`src/rtl/boot_loader.sv`:
```
// Host-driven boot loader: synchronizes an async nibble strobe and programs memory word by word.
// Optional checksum stage is compiled in with `define BOOT_LOADER_CHECKSUM_EN.
module boot_loader #(
  parameter int REGISTER_WIDTH       = 4,
  parameter int MEMORY_ADDRESS_WIDTH = 4,
  parameter int MEMORY_REGISTERS     = 16
) (
  input  logic                            clk_i,
  input  logic                            reset_i,
  input  logic                            prog_req_i,
  input  logic                            nib_strobe_i,
  input  logic [REGISTER_WIDTH-1:0]       nib_i,
  output logic                            bl_programm_o,
  output logic [REGISTER_WIDTH-1:0]       bl_data_o,
  output logic [MEMORY_ADDRESS_WIDTH-1:0] bl_address_o,
  output logic                            bl_write_en_mem_o,
  output logic                            done_o,
  output logic                            error_o
);

  localparam logic [MEMORY_ADDRESS_WIDTH-1:0] LAST_ADDR =
    MEMORY_ADDRESS_WIDTH'(MEMORY_REGISTERS - 1);

  typedef enum logic [2:0] {
    IDLE,
    LOAD,
    WRITE,
`ifdef BOOT_LOADER_CHECKSUM_EN
    CHECK,
`endif
    DONE
  } state_t;

  state_t state_reg, state_next;

  logic req_meta_reg, req_sync_reg;
  logic strb_meta_reg, strb_sync_reg, strb_prev_reg;
  logic strb_edge;

  logic [MEMORY_ADDRESS_WIDTH-1:0] addr_reg, addr_next;
  logic [REGISTER_WIDTH-1:0]       data_reg, data_next;
  logic                            done_reg, done_next;

`ifdef BOOT_LOADER_CHECKSUM_EN
  logic [REGISTER_WIDTH-1:0] sum_reg, sum_next;
  logic                      error_reg, error_next;
`endif

  // Host signals are asynchronous: two flops each, plus one history flop for strobe edges.
  always_ff @(posedge clk_i) begin
    if (reset_i) begin
      req_meta_reg  <= 1'b0;
      req_sync_reg  <= 1'b0;
      strb_meta_reg <= 1'b0;
      strb_sync_reg <= 1'b0;
      strb_prev_reg <= 1'b0;
    end else begin
      req_meta_reg  <= prog_req_i;
      req_sync_reg  <= req_meta_reg;
      strb_meta_reg <= nib_strobe_i;
      strb_sync_reg <= strb_meta_reg;
      strb_prev_reg <= strb_sync_reg;
    end
  end

  assign strb_edge = strb_sync_reg & ~strb_prev_reg;

  always_ff @(posedge clk_i) begin
    if (reset_i) begin
      state_reg <= IDLE;
      addr_reg  <= '0;
      data_reg  <= '0;
      done_reg  <= 1'b0;
`ifdef BOOT_LOADER_CHECKSUM_EN
      sum_reg   <= '0;
      error_reg <= 1'b0;
`endif
    end else begin
      state_reg <= state_next;
      addr_reg  <= addr_next;
      data_reg  <= data_next;
      done_reg  <= done_next;
`ifdef BOOT_LOADER_CHECKSUM_EN
      sum_reg   <= sum_next;
      error_reg <= error_next;
`endif
    end
  end

  always_comb begin
    state_next = state_reg;
    addr_next  = addr_reg;
    data_next  = data_reg;
    done_next  = done_reg;
`ifdef BOOT_LOADER_CHECKSUM_EN
    sum_next   = sum_reg;
    error_next = error_reg;
`endif
    case (state_reg)
      IDLE: begin
        if (req_sync_reg) begin
          state_next = LOAD;
          addr_next  = '0;
          done_next  = 1'b0;
`ifdef BOOT_LOADER_CHECKSUM_EN
          sum_next   = '0;
          error_next = 1'b0;
`endif
        end
      end
      LOAD: begin
        if (!req_sync_reg) begin
          state_next = IDLE;
          done_next  = 1'b0;
        end else if (strb_edge) begin
          data_next  = nib_i;
          state_next = WRITE;
        end
      end
      WRITE: begin
        // The write pulse is decoded from this state, so it is already out even on abort.
        addr_next = addr_reg + 1'b1;
`ifdef BOOT_LOADER_CHECKSUM_EN
        sum_next  = sum_reg + data_reg;
`endif
        if (!req_sync_reg) begin
          state_next = IDLE;
          done_next  = 1'b0;
        end else if (addr_reg == LAST_ADDR) begin
          addr_next = '0;
`ifdef BOOT_LOADER_CHECKSUM_EN
          state_next = CHECK;
`else
          state_next = DONE;
          done_next  = 1'b1;
`endif
        end else begin
          state_next = LOAD;
        end
      end
`ifdef BOOT_LOADER_CHECKSUM_EN
      CHECK: begin
        if (!req_sync_reg) begin
          state_next = IDLE;
          done_next  = 1'b0;
        end else if (strb_edge) begin
          error_next = (nib_i != sum_reg);
          done_next  = 1'b1;
          state_next = DONE;
        end
      end
`endif
      DONE: begin
        if (!req_sync_reg) begin
          state_next = IDLE;
        end
      end
      default: state_next = IDLE;
    endcase
  end

  assign bl_programm_o     = (state_reg != IDLE);
  assign bl_write_en_mem_o = (state_reg == WRITE);
  assign bl_address_o      = addr_reg;
  assign bl_data_o         = data_reg;
  assign done_o            = done_reg;
`ifdef BOOT_LOADER_CHECKSUM_EN
  assign error_o           = error_reg;
`else
  assign error_o           = 1'b0;
`endif

endmodule

```
`config.mk`:
```
export PLATFORM = sky130hd
export DESIGN_NAME = boot_loader
export DESIGN_NICKNAME = d
export VERILOG_FILES = /design/src/rtl/boot_loader.sv
export SDC_FILE = /design/constraint.sdc
export NUM_CORES = 1
export LEC_CHECK = 0
export ABC_AREA = 1
export CAP_MARGIN = 30
export CORE_UTILIZATION = 45
export CTS_CLUSTER_DIAMETER = 60
export DETAILED_ROUTE_END_ITERATION = 16
export PLACE_DENSITY = 0.76
export SLEW_MARGIN = 15
export SYNTH_ARGS = -nofsm -noshare
export SYNTH_HDL_FRONTEND = slang
export SYNTH_SLANG_ARGS = --single-unit
```
`constraint.sdc`:
```
create_clock -name clk_i -period 3.41 [get_ports clk_i]
set_clock_uncertainty 0.15 [all_clocks]
set_input_delay 0.341 -clock clk_i [delete_from_list [all_inputs] [get_ports clk_i]]
set_output_delay 0.341 -clock clk_i [all_outputs]
set_load 0.05 [all_outputs]
```
* Word-level counts from Yosys, hierarchy flattened *
Cells that the tools add are included.

storage, ports and cells
  output and inout port bits = 12
  register bits after elaboration = 17

operators by class
  bitwise logic cells = 2
  eq/ne operators = 9
  $add $sub $neg = 1
  mux-type cells = 16
  reduce and logical (&&, ||, !) cells = 8

operator list
  kind                                                    number
  two-way mux 3 bit                                       4
  two-way mux 4 bit                                       3
  one-hot mux 3 bit (4 select lines)                      1
  one-hot mux 4 bit (2 select lines)                      1
  == test 3 x 2 -> 1 bit (second input constant)          2
  inequality test 2 bit (second input constant)           3
  AND reduction 3 bit                                     2
  nonzero test 3 bit                                      2
  adder 4 x 1 -> 4 bit (second input constant)            1
  == test 4 bit (second input constant)                   1
  two-way mux 1 bit                                       4
  two-way mux 2 bit                                       2
  AND reduction 4 bit                                     1
  == test 3 x 1 -> 1 bit (second input constant)          1
  zero test 3 bit                                         1
  inequality test 3 x 2 -> 1 bit (second input constant)  1
  inequality test 3 bit (second input constant)           1
  one-hot mux 1 bit (3 select lines)                      1
  AND reduction 2 bit                                     1
  nonzero test 2 bit                                      1
  AND 1 bit                                               1
  inverter 1 bit                                          1

* Longest topological paths before layout *
  word-level depth = 5
  gate-level depth with buffers = 8
  mapped depth without buffers = 8

* Worst setup path before layout *
No wires, ideal clock.

  kind = flip-flop to flip-flop
  start = register addr_reg[0], in the netlist bl_address_o[0]
  end = register done_reg, in the netlist done_o
  path slack = 1.758 ns
  data required time = 3.140 ns
  data arrival time = 1.382 ns
  stages on the path, launching flop included = 7
  cells stage by stage = dfxtp_1 > ha_1 > nand2_1 > nor2_4 > nor2_1 > o21bai_1 > a21oi_1

between the ends
  longest elaborated chain between the ends = 3

RTL lines
  element                                   RTL line  source
  from (decl)                               40        logic [MEMORY_ADDRESS_WIDTH-1:0] addr_reg, addr_next;
  from (signal assigned)                    80        addr_reg <= addr_next;
  == test 4 bit                             129       end else if (addr_reg == LAST_ADDR) begin
  inequality test 3 x 2 -> 1 bit (no line)  --
  AND reduction 4 bit (no line)             --
  to (signal assigned)                      82        done_reg <= done_next;
  to (decl)                                 42        logic done_reg, done_next;

No other way between the ends.
A chain may end at the register's enable or synchronous reset.

* Worst setup path after layout *
  start = register state_reg[1]
  end = output bl_write_en_mem_o

between the ends
  longest elaborated chain between the ends = 1

RTL lines
  element                 RTL line  source
  from (decl)             34        state_t state_reg, state_next;
  from (signal assigned)  79        state_reg <= state_next;
  == test 3 x 2 -> 1 bit  163       assign bl_write_en_mem_o = (state_reg == WRITE);
  to (decl)               16        output logic bl_write_en_mem_o,

No other way between the ends.

==> results by group <==
Clock tree
  – Clock-pin slew on the worst setup and hold paths: 90 ps
  – Post-CTS Hold Fix Bufs: 0
  – Clk Latency, worst-skew pair: 280 ps
  – Post-CTS sizing: 0
  – Setup Buffers After CTS: 0
  – Clock buffer depth: 2
  – Sink Count: 16
  – CTS tree: yes
  – Clock root cell: clkbuf_4
  – Total CTS buffers: 3
  – H-tree depth: 1

Detailed routing
  – Initial drt markers: 13
  – ANT nets after route: 0
  – Vias: 637
  – Drc violations: 0
  – Drt wl/cell: approximately 10 um
  – Via/cell ratio: 4.977
  – Pre-antenna DRT Iters: 3
  – Routed WL: 1257 um

Yosys
  – Mux contribution to synthesized area: 0%
  – Mapped Cells: 94
  – Yosys warns: 0
  – Yosys top cell area share: 44.76%
  – Main synth FF type: dfxtp_1
  – Netlist Area Pre-Place: 715.7 um2
  – Leading area contributor after synthesis: dfxtp_1
  – Post-synth EDFFs: 0
  – Ys async rst share: 0%
  – Largest family of logic cells by synthesized area: simple AND/OR/NAND/NOR gates
  – Synth Area in Simple Gates: 28.15%
  – Post-Synth XOR/XNOR Area: 1.224%
  – Compound-Gate Fraction of Synth Area: 12.24%
  – Post-Synth Adder-Cell Area: 1.748%
  – Syn avg cell area: approximately 7.6 um2
  – Most numerous cell in the Yosys netlist: nor2_1
  – Synth cell types: 24
  – Synth cell count leaders: 18 x nor2_1, 16 x dfxtp_1, 13 x inv_1, 11 x nand2_1, 6 x o21ai_0
  – Seq/Total Area, Yosys: between 40% and 50%
  – Ranking of synthesized cells by area: dfxtp_1 45%, nor2_1 9.4%, inv_1 6.8%
  – Net Count, Synth: 103
  – Register bit total from synthesis: 16

Timing
  – Hold Vio Cnt, Final: 0
  – Fin crit period: 2194 ps
  – Slew Limit Fails: 0
  – FMAX: around 0.46 GHz
  – Unrepaired setup endpoints after global routing: no
  – TNS Setup: 0 ps
  – Hold slack final: 254.9 ps
  – Final setup violation count: 0
  – Tcrit/Tclk final: around 64%

Placed design
  – GP Congestion: 0.7957
  – Final HPWL DP: about 970 um
  – Port bufs: 18

Power and ir drop
  – Lkg Pwr: 0.3678 nW
  – Switching share of power: 22.80%
  – Maximum VDD drop: between 0.2 and 0.3 mV
  – Combinational group share of total power: 7.7%
  – Clock power share: a little under a third
  – Power density over cell area: 340.8 nW/um2
  – Sequential share of power: 61.3%
  – P_int: 0.0002416 W
  – Net switching power: just over 0.00007 W

Floorplan
  – Die area: about 1800 um2
  – Chip Height: 41.88 um
  – Starting Density: 48.07%
  – Die Wd: 41.88 um
  – FP Rows: 14
  – CORE AREA: approximately 1500 um2
  – I/O pins: 20

Global route
  – Largest net degree at the start of global routing: 10
  – Grt ovf: 0
  – Vias in the first global route: 510
  – First-pass GRT wire length: 2070 um
  – Total GRT Usage: 15.71%
  – Initial antenna violation count: 0

Critical path
  – Crit path max fanout: 6
  – CP required: 2920 ps
  – Setup Crit Path Kind: reg2out
  – Worst setup SP type: register
  – Endpoint class of the critical path: output pin
  – WP data arrival: 1700 ps

Cells and area
  – Nets: approximately 120
  – Synthesis-to-layout area growth: 28.32%
  – Fraction of layout cells with a size suffix above 1: between 10% and 20%
  – # diodes: 0
  – Number of fill cells: 143

Run
  – Max-capacitance violation count: 0

Status
  – Status: complete, no violations

Hold path
  – Class of the worst hold path: reg2reg
[logic make-up after synthesis]
group,Yosys count
simple gates,41
xor+xnor,1
other cells,1
fa+ha+maj,1
flops,16
compound gates,15
buf+inv,19
[metal layers]
layer  wire length (um)  vias to the layer above  global-route usage (%)  part of all wire, %
met4                 19                        0                   7.742                  1.5
met3                 66                        2                   2.609                  5.3
met1                583                      292                   20.28                   46
met2                589                       17                   25.31                   47
li1                   -                      326                       -                    -
met5                  0                        -                       0                    0
[worst max-delay path: stages (launching register included)]
cell and delay (ps):
dfxtp_1 440, nand2_2 100, inv_2 80, clkdlybuf4s50_1 800
[placed cells by master, fill, tap and decap left out, drive strengths merged]
cell type      instances
o21ai                  8
conb                   1
clkdlybuf4s50         18
clkinv                 1
o21a                   1
nand2                 14
o21bai                 1
a21oi                  5
inv                   15
xor2                   1
nor2                  21
dfxtp                 16
nand3                  6
ha                     1
clkbuf                 3
[worst paths after layout]
check | cells past startpoint | start | endpoint | slack, ps
setup / recovery | 3 | state_reg[1]$_SDFFE_PP0P_ | bl_write_en_mem_o | 1220
hold / removal | 2 | strb_meta_reg$_SDFF_PP0_ | strb_sync_reg$_SDFF_PP0_ | 250
setup reg to reg | 6 | bl_address_o[0]$_SDFFE_PP0P_ | bl_address_o[3]$_SDFFE_PP0P_ | 2030
hold reg to reg | 2 | strb_meta_reg$_SDFF_PP0_ | strb_sync_reg$_SDFF_PP0_ | 250
[cell type report]
cell class | count | area (um2) | area share [%]
flip-flops and latches | 16 | 320.3 | 34.88
multi-input cells | 59 | 314.1 | 34.20
repair buffers | 18 | 180.2 | 19.62
inverters | 16 | 61.31 | 6.676
clock buffers | 3 | 22.52 | 2.452
well taps | 16 | 20.02 | 2.180
[power groups by stage]
stage	combinational (W)	sequential, W	clock, W
3_3_place_gp	0.0000239	0.000196	0
5_1_grt	0.0000264	0.000192	0.000111
3_5_place_dp	0.0000242	0.000196	0
6_report	0.0000240	0.000192	0.0000970
2_1_floorplan	0.0000162	0.000195	0
4_1_cts	0.0000244	0.000192	0.000103
[stage by stage]
stage	instance area, um2	worst slack, ps	std cells	utilization (%)	power, W
CTS	918.4	1194	128	61.68	0.0003190
floorplan	715.7	1758	94	-	0.0002113
detailed placement	895.9	1533	125	60.17	0.0002205
global placement	895.9	1550	125	60.17	0.0002201
finish	918.4	1216	128	61.68	0.0003129
global route	918.4	1131	128	61.68	0.0003298
No activity file was read; power rests on OpenSTA's default activity.
